### src/rtl/multiplier_accum_stage.sv
// Window accumulator behind the x23027 constant multiplier: sums LEN products
// and hands each sum downstream over a registered valid/ready output.
module multiplier_accum_stage #(
    parameter int DATA_W = 32,
    parameter int ACC_W  = 40,
    parameter int LEN    = 8,
    parameter int CNT_W  = 8
) (
    input  logic              clk,
    input  logic              rst,
    input  logic              i_valid,
    output logic              i_ready,
    input  logic [DATA_W-1:0] i_data,
    input  logic              i_clear,
    output logic              o_valid,
    input  logic              o_ready,
    output logic [ACC_W-1:0]  o_data,
    output logic              o_ovf
);

    localparam logic [CNT_W-1:0] LastCnt = CNT_W'(LEN - 1);

    logic [ACC_W-1:0] acc_q, acc_d;
    logic [CNT_W-1:0] cnt_q, cnt_d;
    logic             ovf_q, ovf_d;
    logic             valid_q, valid_d;
    logic [ACC_W-1:0] data_q, data_d;

    logic             lastSlot;
    logic             accept;
    logic [ACC_W:0]   sum;

    assign lastSlot = (cnt_q == LastCnt);
    assign sum      = {1'b0, acc_q} + {{(ACC_W + 1 - DATA_W){1'b0}}, i_data};

    // Only the window-closing product is held back, and only while the
    // previous result is still unclaimed; o_ready frees it in the same cycle.
    assign i_ready = !rst && !i_clear && !(valid_q && !o_ready && lastSlot);
    assign accept  = i_valid && i_ready;

    always_comb begin
        acc_d   = acc_q;
        cnt_d   = cnt_q;
        ovf_d   = ovf_q;
        valid_d = valid_q;
        data_d  = data_q;

        if (valid_q && o_ready) begin
            valid_d = 1'b0;
        end

        // Clear restarts the window but leaves any pending result alone.
        if (i_clear) begin
            acc_d = '0;
            cnt_d = '0;
            ovf_d = 1'b0;
        end else if (accept) begin
            if (sum[ACC_W]) begin
                ovf_d = 1'b1;
            end
            if (lastSlot) begin
                data_d  = sum[ACC_W-1:0];
                valid_d = 1'b1;
                acc_d   = '0;
                cnt_d   = '0;
            end else begin
                acc_d = sum[ACC_W-1:0];
                cnt_d = cnt_q + CNT_W'(1);
            end
        end
    end

    always_ff @(posedge clk or posedge rst) begin
        if (rst) begin
            acc_q   <= '0;
            cnt_q   <= '0;
            ovf_q   <= 1'b0;
            valid_q <= 1'b0;
            data_q  <= '0;
        end else begin
            acc_q   <= acc_d;
            cnt_q   <= cnt_d;
            ovf_q   <= ovf_d;
            valid_q <= valid_d;
            data_q  <= data_d;
        end
    end

    assign o_valid = valid_q;
    assign o_data  = data_q;
    assign o_ovf   = ovf_q;

endmodule

### config.mk
export PLATFORM = sky130hd
export DESIGN_NAME = multiplier_accum_stage
export DESIGN_NICKNAME = d
export VERILOG_FILES = /design/src/rtl/multiplier_accum_stage.sv
export SDC_FILE = /design/constraint.sdc
export NUM_CORES = 1
export LEC_CHECK = 0
export ABC_CLOCK_PERIOD_IN_PS = 3600
export CAP_MARGIN = 0
export CORE_MARGIN = 5
export CORE_UTILIZATION = 52
export DETAILED_ROUTE_END_ITERATION = 12
export GPL_TIMING_DRIVEN = 0
export PLACE_DENSITY_LB_ADDON = 0.3
export SLEW_MARGIN = 0
export SYNTH_ARGS = -nofsm -noshare
export SYNTH_HDL_FRONTEND = slang
export SYNTH_SLANG_ARGS = --single-unit
### constraint.sdc
create_clock -name clk -period 3.6 [get_ports clk]
set_input_delay 0.54 -clock clk [delete_from_list [all_inputs] [get_ports clk]]
set_output_delay 0.54 -clock clk [all_outputs]
set_load 0.05 [all_outputs]
**Word level (Yosys, flattened, before mapping)**

Cells that the tools add are included.

- Bits in registers: 90
- Input port bits: 37
- Output and inout port bits: 43
- Logic and storage cells: 36

- Add/sub/neg operators: 2
- Eq/ne operators: 1
- Muxes and demuxes: 13
- Bitwise gates (word level): 1
- Reduce and logical (&&, ||, !) cells: 14

Operators with widths:

| kind | number |
|---|---|
| two-way mux 40 bit | 3 |
| adder 40 x 32 -> 41 bit | 1 |
| two-way mux 8 bit | 3 |
| adder 8 x 1 -> 8 bit (second input constant) | 1 |
| == test 8 x 3 -> 1 bit (second input constant) | 1 |
| two-way mux 1 bit | 7 |
| logical AND 1 bit | 6 |
| zero test 1 bit | 4 |
| nonzero test 2 bit | 2 |
| AND reduction 3 bit | 1 |
| AND reduction 2 bit | 1 |
| inverter 1 bit | 1 |

**Logic depth before layout (Yosys ltp)**

- Depth in word-level cells: 8
- Gate-level depth with buffers: 13
- Gate-level depth less buffers: 12

**Worst setup path after synthesis**

Ideal clock, no wire load.

- Path type: register to register
- From: register cnt_q[0]
- To: register acc_q[34]
- Library setup time: 0.069 ns
- Data arrival time: 3.299 ns
- Data required time: 3.531 ns
- Slack: 0.232 ns
- Stages on the path, launching flop included: 10
- Period minus slack after synthesis: 3.368 ns
- Path through: dfrtp_1 -> ha_1 -> nand2_1 -> nor3_2 -> a311oi_1 -> nand2_1 -> nor2_1 -> clkbuf_1 -> o211ai_1 -> nand3_1

- Cells in the longest elaborated chain, start to end: 6

RTL lines:

| what | line | text |
|---|---|---|
| start, declared | 24 | `logic [CNT_W-1:0] cnt_q, cnt_d;` |
| start signal, assigned | 82 | `cnt_q <= cnt_d;` |
| == test 8 x 3 -> 1 bit | 33 | `assign lastSlot = (cnt_q == LastCnt);` |
| logical AND 1 bit | 38 | `assign i_ready = !rst && !i_clear && !(valid_q && !o_ready && lastSlot);` |
| zero test 1 bit | 38 |  |
| logical AND 1 bit | 38 |  |
| named net i_ready | 12 | `output logic i_ready,` |
| logical AND 1 bit | 39 | `assign accept = i_valid && i_ready;` |
| nonzero test 2 bit (no line) | -- |  |
| end signal, assigned | 75 | `acc_q <= '0;` |
| end signal, assigned | 81 | `acc_q <= acc_d;` |
| end, declared | 23 | `logic [ACC_W-1:0] acc_q, acc_d;` |

The timed path passes the listed nets, and every way through them passes these cells. The select of a mux whose other input is x is not followed.
A chain may end at the register's enable or synchronous reset.

**Final worst setup path**

- From: input port i_data[0]
- To: register acc_q[32]

- Cells in the longest elaborated chain, start to end: 4

RTL lines:

| what | line | text |
|---|---|---|
| start, declared | 13 | `input logic [DATA_W-1:0] i_data,` |
| adder 40 x 32 -> 41 bit | 34 | `assign sum = {1'b0, acc_q} + {{(ACC_W + 1 - DATA_W){1'b0}}, i_data};` |
| two-way mux 40 bit | 61 | `if (lastSlot) begin` |
| two-way mux 40 bit | 57 | `end else if (accept) begin` |
| two-way mux 40 bit | 53 | `if (i_clear) begin` |

Every way passes these cells. The select of a mux whose other input is x is not followed.

==> flow_summary.json <==
{
  "run_status": "complete, no violations",
  "drt_wl_total_um": 13800,
  "antenna_found_initial": 0,
  "synth_commonest_cells": "dfrtp_1, nand2_1, nor2_1",
  "hp-class": "reg -> reg",
  "fmax_mhz": 295,
  "slew_violations": 0,
  "total_power_uw": 2450,
  "path_class": "in -> reg",
  "wire_per_inst_um": 17.2,
  "clk_pin_slew_ns": 0.09,
  "hold_start": "o_data[11]$_DFFE_PP0P_",
  "rrSetupSlack_ns": 0.41,
  "period_needed_ns": 3.39,
  "p_per_area_nw_per_um2": 374,
  "nNetsFinal": 731,
  "postCtsSetupBuffers": 0,
  "place_hpwl_um": 10000,
  "gp_congestion": 0.960,
  "area_growth_pct": 22.7,
  "port-buffer-count": 78,
  "cts_buffers": 9,
  "p_seq_frac": 0.435,
  "clkPwrFrac": 0.338,
  "drtIter0Drc": 178,
  "max-clock-path-buffers": 2,
  "die_h_um": 111,
  "gr-total-overflow": 0,
  "fin_skew_ns": 0.0101,
  "peakVddDrop_v": 0.000198,
  "cts_tree": "yes",
  "grt_pass1_wl_um": 23300,
  "vias": 4674,
  "syn_nets": 641,
  "hold_depth": 2,
  "h-tree-depth": 3,
  "firstDrtPassIters": 4,
  "synth_top_area_frac": 0.421,
  "fp.dieW_um": 111,
  "slew_headroom": 0.527,
  "row_count": 37,
  "worst_slew_pin_slew_ns": 0.706,
  "ioPinCount": 80,
  "drive_above_1_share": 0.0737,
  "arrival_ns": 3.69,
  "antenna_cells": 0,
  "seq_area_frac_synth": 0.421,
  "syn_avg_cell_area_um2": 9.38,
  "r2r-start": "acc_q[0]$_DFFE_PP0P_",
  "drc": 0,
  "startpoint_type": "primary input",
  "clk_latency_ns": 0.37,
  "root_buffer": "clkbuf_8",
  "startpoint": "i_data[0]",
  "cts_sinks": 90,
  "synth_ff_type": "dfrtp_1",
  "critPathCapture": "acc_q[32]$_DFFE_PP0P_",
  "crit_fanout": 10,
  "hold_violations": 0,
  "yosys.area.top_type": "dfrtp_1",
  "comb_power_share": 0.227,
  "via_per_inst": 5.84,
  "async_flop_share": 1.00,
  "critPathRequiredTime_ns": 3.90,
  "drtAntennaViolNets": 0,
  "rsz0062_at_grt": "no",
  "grt_max_degree": 64,
  "p_int_uw": 1740,
  "final_cell_area_um2": 6560,
  "power_switching_uw": 718,
  "grt_pass1_vias": 4783,
  "ff2ff_path_depth": 13,
  "max-cap-violations": 0,
  "synthCells": 570,
  "synth_seq_cells": 90,
  "cts_resized": 0,
  "worstReg2RegEnd": "o_data[34]$_DFFE_PP0P_",
  "start_util": 0.525,
  "final-setup-viol-count": 0,
  "postPlaceCellArea_um2": 6330,
  "period_share": 0.943,
  "syn_area_um2": 5350,
  "cp-end-kind": "register",
  "cts_hold_buf": 0,
  "synth-edff-count": 0,
  "core_um2": 10200,
  "synthTopCellsByArea": "dfrtp_1, ha_1, nand2_1, a22o_1, a21oi_1",
  "die-area_um2": 12400,
  "grt_usage": 0.227,
  "ys_warn_count": 0,
  "ys_types": 54,
  "p_leak_uw": 0.00313,
  "swShare": 0.293
}
==> per-stage QoR <==
stage / util / TNS (ns) / setup slack (ns) / instances / hold slack (ns)
after floorplan: - / 0 / 0.232 / 570 / 0.453
after global placement: 0.618 / -63.22 / -0.697 / 784 / 0.457
after detailed placement: 0.621 / -1.51 / -0.239 / 785 / 0.461
after CTS: 0.644 / 0 / 0.134 / 801 / 0.483
after global routing: 0.644 / 0 / 0.0477 / 801 / 0.506
final: 0.644 / 0 / 0.206 / 801 / 0.479
==> cells by family after synthesis <==
kind of cell    count (synthesis)  share of synthesized area
fa+ha+maj                      34                     0.0810
compound gates                180                      0.234
simple gates                  191                      0.165
buf+inv                        35                     0.0290
xor+xnor                       28                     0.0459
flops                          90                      0.421
mux                            12                     0.0246
==> flip-flops by register name, indices dropped and copies added, names as in the netlist <==
| signal | cells |
|---|---|
| acc_q | 40 |
| cnt_q | 8 |
| o_data | 40 |
| o_ovf | 1 |
| o_valid | 1 |
==> layer usage <==
| metal | part of all wire | vias to the layer above | GRT usage |
|---|---|---|---|
| li1 | - | 2262 | - |
| met1 | 0.45 | 2251 | 0.298 |
| met2 | 0.48 | 138 | 0.368 |
| met3 | 0.050 | 23 | 0.0375 |
| met4 | 0.028 | 0 | 0.105 |
| met5 | 0 | - | 0 |
==> cells in the final DEF, fill, tap and decap left out, types with 12 or more instances in the layout <==
| cell | instances |
|---|---|
| a21o_1 | 17 |
| a21oi_1 | 35 |
| a22o_1 | 27 |
| buf_2 | 13 |
| clkdlybuf4s50_1 | 78 |
| dfrtp_1 | 90 |
| ha_1 | 33 |
| inv_1 | 12 |
| nand2_1 | 90 |
| nand3_1 | 12 |
| nor2_1 | 36 |
| o21ai_0 | 34 |
| or3_1 | 12 |
| xnor2_1 | 15 |
| xor2_1 | 13 |
==> worst min path at each step <==
stage                                         to  slack [ns]
final                     o_data[11]$_DFFE_PP0P_        0.48
after global routing      o_data[11]$_DFFE_PP0P_        0.51
after CTS                 o_data[11]$_DFFE_PP0P_        0.48
after detailed placement  o_data[11]$_DFFE_PP0P_        0.46
after global placement    o_data[10]$_DFFE_PP0P_        0.46
after floorplan            acc_q[29]$_DFFE_PP0P_        0.45
==> critical path, stage by stage <==
cell             delay (ns)
clkdlybuf4s50_1        0.46
ha_1                   0.20
inv_1                  0.07
fa_1                   0.41
nor2b_1                0.20
o2111ai_1              0.17
nand3_1                0.15
o2111a_1               0.24
o21ai_1                0.14
a211oi_1               0.25
nor2_1                 0.17
clkbuf_2               0.23
or3_1                  0.37
o21ai_1                0.08
==> final cells by class <==
cell class                      instances  area (µm²)
Fill cell                             875        3620
Multi-Input combinational cell        445        2940
Sequential cell                        90        2250
Timing Repair Buffer                   79         808
Tap cell                              136         170
Clock buffer                           11         131
Buffer                                 22         108
Clock inverter                          5         103
Inverter                               13        51.3
==> power by group through the flow <==
| stage | Combinational (µW) | Sequential (µW) | Clock (µW) |
|---|---|---|---|
| after floorplan | 403 | 1080 | 0 |
| after global placement | 533 | 1080 | 0 |
| after detailed placement | 548 | 1090 | 0 |
| after CTS | 555 | 1070 | 843 |
| after global routing | 622 | 1070 | 888 |
| final | 557 | 1070 | 829 |
Note: power is estimated with default switching activity, not from simulation.
